## config.mk

```make
export PLATFORM = sky130hd
export DESIGN_NAME = if_fetch_flat
export DESIGN_NICKNAME = d
export VERILOG_FILES = /design/src/rtl/if_fetch_if.sv /design/src/rtl/if_fetch.sv /design/src/flat_wrapper.sv
export SDC_FILE = /design/constraint.sdc
export NUM_CORES = 1
export LEC_CHECK = 0
export CAP_MARGIN = 5
export CORE_AREA = 2 2 158 160
export CTS_CLUSTER_DIAMETER = 30
export DETAILED_ROUTE_END_ITERATION = 8
export DIE_AREA = 0 0 160 162
export GPL_TIMING_DRIVEN = 0
export PLACE_DENSITY = 0.78
export SETUP_SLACK_MARGIN = 0.02
export SKIP_LAST_GASP = 1
export SYNTH_ARGS = -nofsm -noshare
export SYNTH_HDL_FRONTEND = slang
export SYNTH_SLANG_ARGS = --single-unit
```

## constraint.sdc

```tcl
create_clock -name clk -period 2.6 [get_ports clk]
set_input_delay 0.52 -clock clk [delete_from_list [all_inputs] [get_ports clk]]
set_output_delay 0.52 -clock clk [all_outputs]
set_load 0.005 [all_outputs]
```

## src/rtl/if_fetch_if.sv

```systemverilog
// Fetch-unit bus bundle: instruction-memory request/response, decode handoff and redirect inputs.
// master = fetch unit, slave = memory/decode environment.
interface if_fetch_if;
    logic        imem_req_valid;
    logic        imem_req_ready;
    logic [31:0] imem_addr;
    logic        imem_rsp_valid;
    logic [31:0] imem_rsp_data;
    logic        inst_valid;
    logic        inst_ready;
    logic [31:0] inst;
    logic [31:0] inst_pc;
    logic [2:0]  npc_op;
    logic [31:0] br_pc;
    logic [31:0] br_imm;
    logic [31:0] jalr_base;

    modport master (
        output imem_req_valid, imem_addr, inst_valid, inst, inst_pc,
        input  imem_req_ready, imem_rsp_valid, imem_rsp_data, inst_ready,
               npc_op, br_pc, br_imm, jalr_base
    );

    modport slave (
        input  imem_req_valid, imem_addr, inst_valid, inst, inst_pc,
        output imem_req_ready, imem_rsp_valid, imem_rsp_data, inst_ready,
               npc_op, br_pc, br_imm, jalr_base
    );
endinterface

```

## src/rtl/if_fetch.sv

```systemverilog
// Instruction fetch: PC sequencing, in-order imem requests, redirect flush/drop and a small instruction FIFO.
// Optional macro FETCH_ALIGN_CHK_EN: misaligned redirect targets set fetch_err and halt fetching.
module if_fetch #(
    parameter logic [31:0] RESET_PC  = 32'h0000_0000,
    parameter int unsigned BUF_DEPTH = 2
) (
    input  logic       clk,
    input  logic       rstn,
`ifdef FETCH_ALIGN_CHK_EN
    output logic       fetch_err,
`endif
    if_fetch_if.master fif
);
    localparam int unsigned CNT_W = $clog2(BUF_DEPTH + 1);
    localparam int unsigned PTR_W = (BUF_DEPTH > 1) ? $clog2(BUF_DEPTH) : 1;
    localparam int unsigned SUM_W = CNT_W + 1;
    localparam logic [PTR_W-1:0] LAST_PTR = PTR_W'(BUF_DEPTH - 1);

    localparam logic [2:0] OP_BR   = 3'b001;
    localparam logic [2:0] OP_JAL  = 3'b010;
    localparam logic [2:0] OP_JALR = 3'b100;

    typedef enum logic [1:0] {
        ST_BOOT = 2'd0,
        ST_RUN  = 2'd1,
        ST_HALT = 2'd2
    } state_e;

    state_e           state_q, state_d;
    logic [31:0]      pc_q, pc_d;
    logic [31:0]      rsp_pc_q, rsp_pc_d;
    logic [CNT_W-1:0] out_q, out_d;
    logic [CNT_W-1:0] drop_q, drop_d;
    logic [CNT_W-1:0] cnt_q, cnt_d;
    logic [PTR_W-1:0] wr_ptr_q, wr_ptr_d;
    logic [PTR_W-1:0] rd_ptr_q, rd_ptr_d;
    logic [31:0]      buf_inst_q [BUF_DEPTH];
    logic [31:0]      buf_pc_q   [BUF_DEPTH];
`ifdef FETCH_ALIGN_CHK_EN
    logic             err_q, err_d;
    logic             misalign_c;
`endif

    logic             redirect_c;
    logic [31:0]      target_raw_c;
    logic [31:0]      target_c;
    logic             req_valid_c;
    logic             req_fire_c;
    logic             rsp_c;
    logic             push_c;
    logic             pop_c;

    function automatic logic [PTR_W-1:0] ptr_inc(input logic [PTR_W-1:0] p);
        return (p == LAST_PTR) ? '0 : p + PTR_W'(1);
    endfunction

    // Redirect decode and target generation; unknown npc_op codes behave as sequential fetch.
    always_comb begin
        redirect_c = (state_q != ST_HALT) &&
                     ((fif.npc_op == OP_BR) || (fif.npc_op == OP_JAL) || (fif.npc_op == OP_JALR));
        if (fif.npc_op == OP_JALR) begin
            target_raw_c = (fif.jalr_base + fif.br_imm) & ~32'h1;
        end else begin
            target_raw_c = fif.br_pc + fif.br_imm;
        end
`ifdef FETCH_ALIGN_CHK_EN
        target_c   = target_raw_c;
        misalign_c = (target_raw_c[1:0] != 2'b00);
`else
        target_c   = target_raw_c & ~32'h3;
`endif
    end

    // Request throttle counts both in-flight and buffered words so the FIFO can never overflow.
    always_comb begin
        req_valid_c = (state_q == ST_RUN) && !redirect_c &&
                      ((SUM_W'(out_q) + SUM_W'(cnt_q)) < SUM_W'(BUF_DEPTH));
        req_fire_c  = req_valid_c && fif.imem_req_ready;
        rsp_c       = fif.imem_rsp_valid;
        pop_c       = (cnt_q != '0) && fif.inst_ready && !redirect_c;
        push_c      = rsp_c && !redirect_c && (drop_q == '0) && (state_q != ST_HALT);
    end

    always_comb begin
        state_d  = state_q;
        pc_d     = pc_q;
        rsp_pc_d = rsp_pc_q;
        drop_d   = drop_q;
        cnt_d    = cnt_q;
        wr_ptr_d = wr_ptr_q;
        rd_ptr_d = rd_ptr_q;
        out_d    = out_q + CNT_W'(req_fire_c) - CNT_W'(rsp_c);
`ifdef FETCH_ALIGN_CHK_EN
        err_d    = err_q;
`endif
        if (state_q == ST_BOOT) begin
            state_d = ST_RUN;
        end

        if (redirect_c) begin
            // Everything still in flight belongs to the old path; a response arriving now is discarded.
            drop_d   = out_q - CNT_W'(rsp_c);
            cnt_d    = '0;
            wr_ptr_d = '0;
            rd_ptr_d = '0;
`ifdef FETCH_ALIGN_CHK_EN
            if (misalign_c) begin
                state_d = ST_HALT;
                err_d   = 1'b1;
            end else begin
                pc_d     = target_c;
                rsp_pc_d = target_c;
            end
`else
            pc_d     = target_c;
            rsp_pc_d = target_c;
`endif
        end else begin
            if (req_fire_c) begin
                pc_d = pc_q + 32'd4;
            end
            if (rsp_c && (drop_q != '0)) begin
                drop_d = drop_q - CNT_W'(1);
            end
            if (push_c) begin
                wr_ptr_d = ptr_inc(wr_ptr_q);
                rsp_pc_d = rsp_pc_q + 32'd4;
            end
            if (pop_c) begin
                rd_ptr_d = ptr_inc(rd_ptr_q);
            end
            cnt_d = cnt_q + CNT_W'(push_c) - CNT_W'(pop_c);
        end
    end

    always_ff @(posedge clk or negedge rstn) begin
        if (!rstn) begin
            state_q    <= ST_BOOT;
            pc_q       <= RESET_PC;
            rsp_pc_q   <= RESET_PC;
            out_q      <= '0;
            drop_q     <= '0;
            cnt_q      <= '0;
            wr_ptr_q   <= '0;
            rd_ptr_q   <= '0;
            buf_inst_q <= '{default: '0};
            buf_pc_q   <= '{default: '0};
`ifdef FETCH_ALIGN_CHK_EN
            err_q      <= 1'b0;
`endif
        end else begin
            state_q  <= state_d;
            pc_q     <= pc_d;
            rsp_pc_q <= rsp_pc_d;
            out_q    <= out_d;
            drop_q   <= drop_d;
            cnt_q    <= cnt_d;
            wr_ptr_q <= wr_ptr_d;
            rd_ptr_q <= rd_ptr_d;
`ifdef FETCH_ALIGN_CHK_EN
            err_q    <= err_d;
`endif
            if (push_c) begin
                buf_inst_q[wr_ptr_q] <= fif.imem_rsp_data;
                buf_pc_q[wr_ptr_q]   <= rsp_pc_q;
            end
        end
    end

    assign fif.imem_req_valid = req_valid_c;
    assign fif.imem_addr      = pc_q;
    assign fif.inst_valid     = (cnt_q != '0);
    assign fif.inst           = buf_inst_q[rd_ptr_q];
    assign fif.inst_pc        = buf_pc_q[rd_ptr_q];
`ifdef FETCH_ALIGN_CHK_EN
    assign fetch_err          = err_q;
`endif

endmodule

```

## src/flat_wrapper.sv

```systemverilog
// flat-port wrapper written by rule: the top's interface ports become plain ports
module if_fetch_flat 
#(
    parameter logic [31:0] RESET_PC  = 32'h0000_0000,
    parameter int unsigned BUF_DEPTH = 2
)
  (clk, rstn, fif_imem_req_valid, fif_imem_addr, fif_inst_valid, fif_inst, fif_inst_pc, fif_imem_req_ready, fif_imem_rsp_valid, fif_imem_rsp_data, fif_inst_ready, fif_npc_op, fif_br_pc, fif_br_imm, fif_jalr_base);
  if_fetch_if fif_i ();
  input  logic clk;
  input  logic rstn;
  output wire logic [$bits(fif_i.imem_req_valid)-1:0] fif_imem_req_valid;
  output wire logic [$bits(fif_i.imem_addr)-1:0] fif_imem_addr;
  output wire logic [$bits(fif_i.inst_valid)-1:0] fif_inst_valid;
  output wire logic [$bits(fif_i.inst)-1:0] fif_inst;
  output wire logic [$bits(fif_i.inst_pc)-1:0] fif_inst_pc;
  input wire logic [$bits(fif_i.imem_req_ready)-1:0] fif_imem_req_ready;
  input wire logic [$bits(fif_i.imem_rsp_valid)-1:0] fif_imem_rsp_valid;
  input wire logic [$bits(fif_i.imem_rsp_data)-1:0] fif_imem_rsp_data;
  input wire logic [$bits(fif_i.inst_ready)-1:0] fif_inst_ready;
  input wire logic [$bits(fif_i.npc_op)-1:0] fif_npc_op;
  input wire logic [$bits(fif_i.br_pc)-1:0] fif_br_pc;
  input wire logic [$bits(fif_i.br_imm)-1:0] fif_br_imm;
  input wire logic [$bits(fif_i.jalr_base)-1:0] fif_jalr_base;
  assign fif_imem_req_valid = fif_i.imem_req_valid;
  assign fif_imem_addr = fif_i.imem_addr;
  assign fif_inst_valid = fif_i.inst_valid;
  assign fif_inst = fif_i.inst;
  assign fif_inst_pc = fif_i.inst_pc;
  assign fif_i.imem_req_ready = fif_imem_req_ready;
  assign fif_i.imem_rsp_valid = fif_imem_rsp_valid;
  assign fif_i.imem_rsp_data = fif_imem_rsp_data;
  assign fif_i.inst_ready = fif_inst_ready;
  assign fif_i.npc_op = fif_npc_op;
  assign fif_i.br_pc = fif_br_pc;
  assign fif_i.br_imm = fif_br_imm;
  assign fif_i.jalr_base = fif_jalr_base;
  if_fetch #(.RESET_PC(RESET_PC), .BUF_DEPTH(BUF_DEPTH)) u_core (.clk(clk), .rstn(rstn), .fif(fif_i));
endmodule
```

# After elaboration in Yosys (flattened, before gate mapping)

Cells that the tools add are included.

Flip-flop bits (word level): 201
Logic and storage cells: 78

Equal/unequal tests: 3
$lt $le $gt $ge: 4
Bitwise logic cells: 2
Add/subtract/negate cells: 13
Multiplexer cells: 24
Reductions and logical operators: 20

Operators by type and width:

| kind                                                                  | count |
|---|---|
| 32-bit two-way mux                                                    | 12 |
| 64-bit bitwise mux                                                    | 2 |
| 32-bit by 3-bit adder with 32-bit output, second input constant       | 2 |
| 32-bit adder                                                          | 2 |
| 32-bit demux with 1-bit select                                        | 1 |
| 2-bit nonzero test                                                    | 6 |
| 1-bit logical AND                                                     | 9 |
| 1-bit two-way mux                                                     | 6 |
| 2-bit two-way mux                                                     | 3 |
| 2-bit by 1-bit subtractor with 2-bit output                           | 3 |
| 2-bit by 1-bit adder with 2-bit output                                | 2 |
| 2-bit greater-or-equal comparator, second input constant              | 2 |
| 2-bit logical NOT                                                     | 2 |
| 1-bit NOT with 2-bit output                                           | 2 |
| 2-bit by 2-bit adder with 3-bit output                                | 1 |
| 3-bit by 1-bit equality test with 1-bit output, second input constant | 1 |
| 3-bit by 2-bit equality test with 1-bit output, second input constant | 1 |
| 3-bit equality test, second input constant                            | 1 |
| 3-bit by 2-bit < comparator with 1-bit output, second input constant  | 1 |
| 1-bit adder, second input constant                                    | 2 |
| 1-bit logical OR                                                      | 2 |
| 2-bit by 1-bit < comparator with 1-bit output, second input constant  | 1 |
| 2-bit by 1-bit subtractor with 2-bit output, second input constant    | 1 |
| 1-bit logical NOT                                                     | 1 |

# Longest topological paths before layout

Gate-level depths: netlist (run 1).

Depth after elaboration: 9
Mapped depth: 12
Gate-level depth less buffers: 11

# Worst setup path before layout (run 1)

OpenSTA, ideal clock, no wires.

Kind: input-to-reg
From: input port fif_br_imm[13]
To: register u_core.rsp_pc_q[24]
Required time: 2.479 ns
Buffers on the path: 0
Slack: -0.358 ns
Arrival time: 2.837 ns
Stages: 10
Path through: ha_1 a21o_1 a221o_1 a311o_1 or3_1 o21ai_2 mux2i_1 nand3_2 o21a_1 o22a_1

Cells in the longest elaborated chain, start to end: 3
Elaborated cells between the ends (all ways): 4

RTL lines:

| element                                | line                           | source |
|---|---|---|
| start, declared                        | flat_wrapper.sv:22             | `input wire logic [$bits(fif_i.br_imm)-1:0] fif_br_imm;` |
| 32-bit adder, on equally long branches | if_fetch.sv:64, if_fetch.sv:62 |  |
| 32-bit two-way mux (*)                 | if_fetch.sv:61                 | `if (fif.npc_op == OP_JALR) begin` |
| 32-bit two-way mux (*)                 | if_fetch.sv:100                | `if (redirect_c) begin` |
| end signal, assigned                   | if_fetch.sv:154                | `rsp_pc_q <= rsp_pc_d;` |
| end, declared                          | if_fetch.sv:31                 | `logic [31:0] rsp_pc_q, rsp_pc_d;` |

Mark *: on every way between the ends. The rest lies on a longest branch, timed or not.
A chain may end at the register's enable or synchronous reset.

# Final worst setup path (run 1)

From: input port fif_br_pc[14]
To: register u_core.rsp_pc_q[25]

Cells in the longest elaborated chain, start to end: 3

RTL lines:

| element            | line               | source |
|---|---|---|
| start, declared    | flat_wrapper.sv:21 | `input wire logic [$bits(fif_i.br_pc)-1:0] fif_br_pc;` |
| 32-bit adder       | if_fetch.sv:64     | `target_raw_c = fif.br_pc + fif.br_imm;` |
| 32-bit two-way mux | if_fetch.sv:61     |  |
| 32-bit two-way mux | if_fetch.sv:100    |  |

No other way between the ends.

==> results.sh, run 1 <==
export IMPL_status="finished with violations"
export IMPL_failed_checks="negative setup slack"
export IMPL_die_height_um=162
export IMPL_fin_skew_ps=10.54
export IMPL_cts_sinks=193
export IMPL_drive_gt1_share_pct=34.72
export IMPL_grt_ovfl_total=0
export IMPL_num_vias=11970
export IMPL_grt_max_degree=122
export IMPL_leakage_nw=7.701
export IMPL_required_ps=2900
export IMPL_setup_slack_ps=-285.2
export IMPL_drv_cap=0
export IMPL_die_x_um=160
export IMPL_finalPower_w=0.01436
export IMPL_max_freq_ghz=0.3466
export IMPL_ys_ff_latch=193
export IMPL_yosys_warnings=0
export IMPL_vdd_drop_max_uv=556.8
export IMPL_setup_tns_ps=-3447
export IMPL_cp_end_kind="flip-flop"
export IMPL_fillerInstances=1628
export IMPL_cts_root_buf="clkbuf_16"
export IMPL_grtUsageMet1_pct=38.31
export IMPL_yosysSeqAreaShare_pct=37.70
export IMPL_grt_pass1_wl_um=62330
export IMPL_cts_buffers=17
export IMPL_wl_per_cell_um=21.00
export IMPL_crit_arrival_ps=3180
export IMPL_met3_usage_pct=5.286
export IMPL_dieArea_sq_um=25920
export IMPL_fp_row_count=57
export IMPL_async_flop_share_pct=100.0
export IMPL_hpwl_um=28640
export IMPL_period_needed_ps=2885
export IMPL_cts_tree="built"
export IMPL_first_global_vias=11770
export IMPL_r2r_start="u_core.fif.imem_addr[7]$_DFFE_PN0P_"
export IMPL_hp_class="in2async"
export IMPL_synth_edf_count=0
export IMPL_use_met2_pct=52.28
export IMPL_busiest_layer="met2"
export IMPL_clk_latency_ps=430
export IMPL_core_area_sq_um=24110
export IMPL_clk_pin_slew_ps=70
export IMPL_finalSetupViolations=26
export IMPL_ys_types=86
export IMPL_wl_um=41100
export IMPL_cp_start_kind="input port"
export IMPL_initialDrtViolationCount=876
export IMPL_drc=0
export IMPL_io_pin_count=234
export IMPL_rsz0062_at_grt="yes"
export IMPL_ff2ff_setup_slack_ps=40
export IMPL_hold_viol=0
export IMPL_critPathMaxFanout=4
export IMPL_clk_path_buf_depth=2
export IMPL_relSlewSlack_pct=50.52
export IMPL_drt_first_pass_iters=5
export IMPL_grt_use_total_pct=30.14
export IMPL_htreeDepth=4
export IMPL_diodes=0
export IMPL_synth_area_sq_um=12810
export IMPL_reg2reg_depth=9
export IMPL_antenna_found_initial=0
export IMPL_rr_endpoint="u_core.fif.imem_addr[31]$_DFFE_PN0P_"
export IMPL_worstMarginPinSlew_ps=742.2
export IMPL_port_buffers=229
export IMPL_p_per_area_nw_per_um2=786.5
export IMPL_via_per_inst=6.118
export IMPL_synth_cells=1294
export IMPL_initial_core_util_pct=53.14
export IMPL_syn_avg_cell_area_sq_um=9.899
export IMPL_syn_to_final_growth_pct=42.58
export IMPL_fin_crit_sh_pct=111.0
export IMPL_place_congestion=0.9158
export IMPL_worstSetupPathType="in2reg"
export IMPL_ant_nets=0
export IMPL_finalMaxSlewViolations=0
export IMPL_nets=1824
export IMPL_synthFlopType="dfrtp_1"
Yosys cell counts (8+ instances only):
cell	n	area [sq um]
a21oi_1	87	435.4
nand4_1	24	150.1
nor3_1	32	160.2
clkbuf_1	33	123.9
dfrtp_1	193	4830
inv_1	21	78.83
a21o_1	21	157.7
o21a_1	21	157.7
mux2_2	185	2083
nor2_1	87	326.6
nand2_1	97	364.1
nand3_1	38	190.2
buf_2	15	75.07
xor2_1	42	367.9
o21ai_0	53	265.3
a211oi_1	13	97.59
o21bai_1	8	60.06
a31oi_1	22	137.6
o21ai_1	19	95.09
xnor2_1	43	376.6
and3_1	19	118.9
ha_1	67	838.3
state kept, by name, indices dropped and copies added (netlist names):
| name | count |
|---|---|
| u_core.buf_inst_q | 64 |
| u_core.state_q | 1 |
| u_core.rsp_pc_q | 30 |
| u_core.buf_pc_q | 60 |
| u_core.cnt_q | 2 |
| u_core.fif.imem_addr | 30 |
| u_core.out_q | 2 |
| u_core.drop_q | 2 |
| u_core.rd_ptr_q | 1 |
| u_core.wr_ptr_q | 1 |
placed cells by master (no fill, tap or decap), types with 8 or more instances in the layout:
cell type and n:
o21ai_2 8, clkdlybuf4s50_1 168, nand2_1 91, buf_4 82, clkbuf_16 17, ha_4 48
nand4_1 24, clkbuf_2 14, nor3_1 25, and3_1 14, a21oi_1 66, dfrtp_1 192
o21ai_0 37, nand3_1 32, mux2_2 185, o21ai_1 26, a31oi_1 17, xnor2_1 38
a21o_1 21, a21oi_2 16, ha_1 15, clkbuf_1 12, nor2_1 76, inv_1 17
dlymetal6s2s_1 13, o21a_1 20, buf_6 22, buf_2 17, dlygate4sd2_1 26, xor2_1 36
area by class of cell:
class | instances | area [sq um] | area share (%)
inverter | 21 | 82.58 | 0.4521
timing repair buffer | 315 | 2985 | 16.35
clock buffer | 20 | 446.7 | 2.446
tap | 324 | 405.4 | 2.220
sequential | 193 | 4831 | 26.45
multi-input combinational | 1024 | 9100 | 49.83
buffer | 48 | 292.8 | 1.603
clock inverter | 12 | 120.1 | 0.6577
kinds of logic (layout without fill, tap and decap cells):
kind of cell               Yosys count  count (layout)  share of synthesized area (%)
and+or+nand+nor                    345             345                          13.37
muxes                              192             192                          16.81
DFF                                193             193                          37.70
other                                2               5                        0.05863
buffers and inverters               80             416                          2.608
xor gates and xnor gates            85              85                          5.812
AOI/OAI and AO/OA                  329             329                          16.94
adders and majority gates           68              68                          6.701
critical path: stages:
cell       delay [ps]
buf_6             100
ha_4              280
nand4_1           300
nor4b_4           440
nand3_2           150
o22ai_4           310
buf_6             150
o21a_1            140
o2111ai_2         120
mux2i_1           270
o2111ai_2         190
a21boi_2          200
timing repair:
action,CTS,global route
hold buffers,0,0
resized for setup,284,157
pin swaps,77,83
cloned,0,0
setup endpoints to repair,251,88
setup buffers,56,30
metrics by stage:
stage	setup slack [ps]	hold slack, ps	util [%]	instances	area [sq um]
after detailed placement	-1398	487.5	64.74	1851	15610
after global placement	-6751	462.6	64.61	1850	15570
after CTS	-144.4	71.55	72.57	1930	17490
final	-285.2	44.96	75.77	1957	18260
after global routing	-311.9	80.88	75.77	1957	18260
after floorplan	-282.5	224.4	-	1297	12880
layer usage:
layer	part of all wire [%]	wire length (um)	vias to the layer above
met5	0	0	-
met1	41	16830	5845
li1	-	-	5440
met3	6.7	2738	108
met4	3.3	1376	0
met2	49	20150	579
where the power goes:
group | internal (W) | leakage, nW | switching (W)
sequential | 0.00418 | 2.43 | 0.000874
combinational | 0.00395 | 4.99 | 0.00281
clock | 0.00137 | 0.279 | 0.00117
worst max path at each step:
stage	from	endpoint	cells after the start
after floorplan	fif_br_imm[13]	u_core.rsp_pc_q[24]$_DFFE_PN0P_	10
after CTS	fif_br_pc[13]	u_core.fif.imem_addr[24]$_DFFE_PN0P_	11
final	fif_br_pc[14]	u_core.rsp_pc_q[25]$_DFFE_PN0P_	12
after detailed placement	fif_npc_op[2]	u_core.cnt_q[1]$_DFF_PN0_	13
after global placement	rstn	u_core.fif.imem_addr[30]$_DFFE_PN0P_	1
after global routing	fif_br_pc[14]	u_core.rsp_pc_q[31]$_DFFE_PN0P_	13
(Power assumes the default switching activity.)
==> inputs of run 2 (changes only) <==
--- a/config.mk
+++ b/config.mk
@@ -10,6 +10,7 @@
 export CTS_CLUSTER_DIAMETER = 30
 export DETAILED_ROUTE_END_ITERATION = 8
 export DIE_AREA = 0 0 160 162
+export GPL_ROUTABILITY_DRIVEN = 0
 export GPL_TIMING_DRIVEN = 0
 export PLACE_DENSITY = 0.78
 export SETUP_SLACK_MARGIN = 0.02
==> run 2 against run 1 <==
  * The flow still finishes with violations (negative setup slack)
  * Fmax up 2.8%
  * Clock power about the same
  * Via count up 4.0%
==> results.sh, run 2 (synthesis results as in run 1) <==
export IMPL_status="finished with violations"
export IMPL_failed_checks="negative setup slack"
export IMPL_place_area_sq_um=15610
export IMPL_p_seq_share_pct=35.0
export IMPL_setup_tns_ps=-2116
export IMPL_port_buffers=229
export IMPL_holdWs_ps=125.0
export IMPL_hold_viol=0
export IMPL_num_vias=12450
export IMPL_cts_tree="built"
export IMPL_regMostFlops="u_core.buf_inst_q"
export IMPL_fin_crit_sh_pct=108.0
export IMPL_initialDrtViolationCount=1346
export IMPL_finalMaxSlewViolations=0
export IMPL_first_global_vias=11850
export IMPL_die_x_um=160
export IMPL_placed_cells=1851
export IMPL_critPathMaxFanout=3
export IMPL_fillerInstances=1594
export IMPL_cts_root_buf="clkbuf_16"
export IMPL_cp_end_kind="flip-flop"
export IMPL_period_needed_ps=2807
export IMPL_p_sw_w=0.004841
export IMPL_hpwl_um=27800
export IMPL_nets=1836
export IMPL_rsz0062_at_grt="yes"
export IMPL_drc=0
export IMPL_clk_path_buf_depth=2
export IMPL_io_pin_count=234
export IMPL_intPower_w=0.009579
export IMPL_swShare_pct=33.57
export IMPL_grt_pass1_wl_um=61470
export IMPL_fin_skew_ps=14.72
export IMPL_clk_latency_ps=440
export IMPL_hold_buffers=0
export IMPL_cts_sinks=193
export IMPL_setup_slack_ps=-207.0
export IMPL_die_height_um=162
export IMPL_crit_arrival_ps=3100
export IMPL_layout_commonest_cell="dfrtp_1"
export IMPL_mostFrequentLayoutCells="dfrtp_1 (192), mux2_2 (185), clkdlybuf4s50_1 (148)"
export IMPL_wl_per_cell_um=21.83
export IMPL_syn_to_final_growth_pct=42.72
export IMPL_finalPower_w=0.01442
export IMPL_relSlewSlack_pct=47.97
export IMPL_drive_gt1_share_pct=34.29
export IMPL_grt_max_degree=103
export IMPL_comb_power_share_pct=47.2
export IMPL_ant_nets=0
export IMPL_power_frac_clock_pct=17.8
export IMPL_dieArea_sq_um=25920
export IMPL_grt_use_total_pct=29.87
export IMPL_finalNonFillerCells=1969
export IMPL_vdd_drop_max_uv=536.7
export IMPL_wl_um=42970
export IMPL_finalSetupViolations=18
export IMPL_fp_row_count=57
export IMPL_hp_class="in2async"
export IMPL_via_per_inst=6.323
export IMPL_drv_cap=0
export IMPL_worstSetupPathType="in2reg"
export IMPL_largest_reg_flops=64
export IMPL_cts_buffers=17
export IMPL_p_per_area_nw_per_um2=788.7
export IMPL_final_area_sq_um=18280
export IMPL_worstMarginPinSlew_ps=770.7
export IMPL_htreeDepth=4
export IMPL_core_area_sq_um=24110
export IMPL_leakage_nw=7.848
export IMPL_drt_first_pass_iters=6
export IMPL_grt_ovfl_total=0
export IMPL_diodes=0
export IMPL_top_regs="u_core.buf_inst_q x64, u_core.buf_pc_q x60"
export IMPL_cp_start_kind="input port"
export IMPL_required_ps=2890
export IMPL_initial_core_util_pct=53.14
export IMPL_antenna_found_initial=0
export IMPL_clk_pin_slew_ps=60
export IMPL_max_freq_ghz=0.3563
==> run 2: final cells by class <==
type	count	area [sq um]	share of cell area (%)
Inverter	21	78.83	0.4312
Clock inverter	12	132.6	0.7254
Tap cell	324	405.4	2.217
Timing Repair Buffer	326	3044	16.65
Buffer	48	287.8	1.574
Clock buffer	20	446.7	2.443
Sequential cell	193	4831	26.42
Multi-Input combinational cell	1025	9056	49.53
==> run 2: routing by layer <==
layer  track usage, %  up-vias  routed length (um)
met5                0        -                   0
met4            11.26        0                2366
met3            5.516      206                3526
met2            52.87      793               20710
met1            36.43     5981               16370
li1                 -     5470                   -
==> run 2: path summary, 6_finish.rpt <==
path / startpoint / to / slack (ps) / depth (start not counted)
max: fif_br_pc[13] / u_core.rsp_pc_q[22]$_DFFE_PN0P_ / -210 / 14
min: rstn / u_core.buf_inst_q[11]$_DFFE_PN0P_ / 120 / 1
max reg2reg: u_core.rsp_pc_q[2]$_DFFE_PN0P_ / u_core.rsp_pc_q[30]$_DFFE_PN0P_ / 0 / 9
max in group asynchronous: rstn / u_core.buf_inst_q[53]$_DFFE_PN0P_ / 1580 / 2
min in group clk: u_core.buf_pc_q[62]$_DFFE_PN0P_ / u_core.buf_pc_q[62]$_DFFE_PN0P_ / 500 / 1
min reg2reg: u_core.buf_pc_q[62]$_DFFE_PN0P_ / u_core.buf_pc_q[62]$_DFFE_PN0P_ / 500 / 1
==> run 2: power groups by stage <==
stage | clock, W | combinational (W) | sequential [W]
after detailed placement | 0 | 0.00600 | 0.00503
after global routing | 0.00276 | 0.00724 | 0.00519
final | 0.00257 | 0.00680 | 0.00505
after global placement | 0 | 0.00584 | 0.00494
after floorplan | 0 | 0.00342 | 0.00478
after CTS | 0.00261 | 0.00641 | 0.00502
==> run 2: worst max-delay path, stage by stage <==
cell	delay [ps]
buf_6	100
ha_4	240
a21o_1	190
buf_4	140
buf_6	110
o21bai_4	170
or2_1	250
a22o_1	200
a221o_1	390
buf_6	160
xor2_2	130
a211oi_2	290
buf_4	160
o21ai_1	50
==> run 2: timing repair <==
action                                  in CTS  in global routing
buffers inserted                            56                 42
endpoints found under the setup margin     253                 82
pin swaps                                   85                 69
gates cloned                                 0                  1
resized for setup                          271                151
==> run 2: per-stage QoR <==
step / setup slack, ps / utilization (%)
final: -207.0 / 75.84
after global routing: -267.2 / 75.84
after detailed placement: -1322 / 64.74
after global placement: -6772 / 64.61
after CTS: -149.8 / 72.52
after floorplan: -282.5 / -
==> inputs of run 3 (changes only) <==
==> constraint.sdc (replaced) <==
create_clock -name clk -period 2.6 [get_ports clk]
set_input_delay 0.52 -clock clk [delete_from_list [all_inputs] [get_ports clk]]
set_output_delay 0.52 -clock clk [all_outputs]
set_load 0.01 [all_outputs]
==> run 3 against run 2 <==
  * The run still ends with negative setup slack left
  * Clock power about the same
  * Core utilization up 0.29 points
  * Sequential cell count unchanged
  * Clock skew decreased by 2.8 ps
  * Design area is 0.38% higher
  * Routed wire length hardly changed
  * Cell count about the same
  * Critical endpoint unchanged
  * Highest routed layer unchanged
==> results.sh, run 3 (synthesis results as in run 1) <==
export IMPL_status="finished with violations"
export IMPL_failed_checks="negative setup slack"
export IMPL_drc=0
export IMPL_clk_pin_slew_ps=60
export IMPL_holdWs_ps=122.5
export IMPL_dp_slack_ps=-1322
export IMPL_largest_reg_flops=64
export IMPL_finalMaxSlewViolations=0
export IMPL_period_needed_ps=2820
export IMPL_grtUsageMet1_pct=36.38
export IMPL_critPathLaunch="fif_br_pc[13]"
export IMPL_layout_commonest_cell="dfrtp_1"
export IMPL_vdd_drop_max_uv=511.1
export IMPL_r2r_start="u_core.rsp_pc_q[2]$_DFFE_PN0P_"
export IMPL_syn_to_final_growth_pct=43.26
export IMPL_clk_latency_ps=430
export IMPL_cts_tree="built"
export IMPL_fp_row_count=57
export IMPL_slowest_stage="a221o_1"
export IMPL_fillerInstances=1576
export IMPL_core_area_sq_um=24110
export IMPL_leakage_nw=8.113
export IMPL_finalSetupViolations=17
export IMPL_first_global_vias=11850
export IMPL_reg2reg_depth=9
export IMPL_required_ps=2890
export IMPL_regMostFlops="u_core.buf_inst_q"
export IMPL_drv_cap=0
export IMPL_path_cells="buf_6 > ha_4 > a21o_1 > buf_4 > buf_6 > o21bai_4 > or2_1 > a22o_1 > a221o_1 > buf_6 > xor2_2 > a211oi_2 > buf_4 > o21ai_1"
export IMPL_hp_class="in2async"
export IMPL_drive_gt1_share_pct=34.33
export IMPL_fin_skew_ps=11.88
export IMPL_met3_usage_pct=5.516
export IMPL_hpwl_um=27800
export IMPL_antenna_found_initial=0
export IMPL_use_met2_pct=52.87
export IMPL_p_per_area_nw_per_um2=797.8
export IMPL_drt_first_pass_iters=9
export IMPL_critPathMaxFanout=3
export IMPL_busiest_layer="met2"
export IMPL_cp_start_kind="input port"
export IMPL_hold_viol=0
export IMPL_worstMarginPinSlew_ps=779.2
export IMPL_cts_sinks=193
export IMPL_relSlewSlack_pct=47.40
export IMPL_grt_ovfl_total=0
export IMPL_grt_max_degree=103
export IMPL_io_pin_count=234
export IMPL_htreeDepth=4
export IMPL_rsz0062_at_grt="yes"
export IMPL_wl_per_cell_um=21.80
export IMPL_diodes=0
export IMPL_grt_use_total_pct=29.85
export IMPL_crit_top_cell="buf_6"
export IMPL_die_x_um=160
export IMPL_via_per_inst=6.305
export IMPL_initialDrtViolationCount=1240
export IMPL_dieArea_sq_um=25920
export IMPL_cp_end_kind="flip-flop"
export IMPL_max_freq_ghz=0.3546
export IMPL_port_buffers=229
export IMPL_cts_buffers=17
export IMPL_initial_core_util_pct=53.14
export IMPL_worstSetupPathType="in2reg"
export IMPL_cts_root_buf="clkbuf_16"
export IMPL_top_regs="u_core.buf_inst_q x64, u_core.buf_pc_q x60"
export IMPL_crit_arrival_ps=3110
export IMPL_mostFrequentLayoutCells="dfrtp_1 (192), mux2_2 (185), clkdlybuf4s50_1 (123)"
export IMPL_nets=1837
export IMPL_ant_nets=0
export IMPL_wl_um=42960
export IMPL_fin_crit_sh_pct=108.5
export IMPL_setup_slack_ps=-220.1
export IMPL_clk_path_buf_depth=2
export IMPL_die_height_um=162
export IMPL_max_stage_delay_ps=390
export IMPL_grt_pass1_wl_um=61430
export IMPL_num_vias=12420
-- run 3: stage by stage --
stage	cells	utilization, %	TNS, ps	instance area [sq um]	total power, W
after floorplan	1297	-	-733.5	12880	0.008514
after global placement	1850	64.61	-1471920	15570	0.01107
after detailed placement	1851	64.74	-180750	15610	0.01133
after CTS	1929	72.60	-332.5	17500	0.01433
after global routing	1970	76.13	-3294	18350	0.01542
final	1970	76.13	-2202	18350	0.01464
-- run 3: path summary, 6_finish.rpt --
path / slack (ps) / end
worst max-delay path: -220 / u_core.rsp_pc_q[22]$_DFFE_PN0P_
worst min-delay path: 120 / u_core.buf_inst_q[11]$_DFFE_PN0P_
worst max register to register: 20 / u_core.rsp_pc_q[30]$_DFFE_PN0P_
worst min register to register: 500 / u_core.buf_inst_q[31]$_DFFE_PN0P_
max in group asynchronous: 1580 / u_core.rsp_pc_q[31]$_DFFE_PN0P_
min in group clk: 500 / u_core.buf_inst_q[31]$_DFFE_PN0P_
-- run 3: critical path: cells and delay by family --
kind,cells,cell delay [ps]
buffers and inverters,5,680
XOR/XNOR,1,130
AND/OR/NAND/NOR,1,250
AO/OA/AOI/OAI,6,1290
adder cells (fa/ha/maj),1,240
-- run 3: layout make-up --
| cell class | instances | area (sq um) | area share [%] |
|---|---|---|---|
| timing repair buffer | 327 | 3110 | 16.95 |
| multi-input combinational | 1025 | 9056 | 49.35 |
| tap | 324 | 405.4 | 2.209 |
| inverter | 21 | 78.83 | 0.4295 |
| clock buffer | 20 | 446.7 | 2.434 |
| clock inverter | 12 | 132.6 | 0.7227 |
| sequential | 193 | 4831 | 26.32 |
| buffer | 48 | 290.3 | 1.582 |
-- run 3: metal layers --
layer  share of wire, %  wire (um)
met5                  0          0
met4                5.2       2252
met3                8.5       3656
met2                 48      20810
met1                 38      16240
-- run 3: what timing repair did --
item                                    CTS  global route
endpoints found under the setup margin  253           108
pin swaps                                85            69
hold buffers                              0             0
setup buffers                            57            42
cloned                                    0             1
endpoints found under the hold margin     0             0
gates resized for setup                 276           169
-- run 3: report_power, final --
part	leakage [nW]	switching, W	internal (W)
logic	5.41	0.00314	0.00390
clock network	0.277	0.00113	0.00145
registers	2.43	0.000844	0.00418
total	8.11	0.00511	0.00953
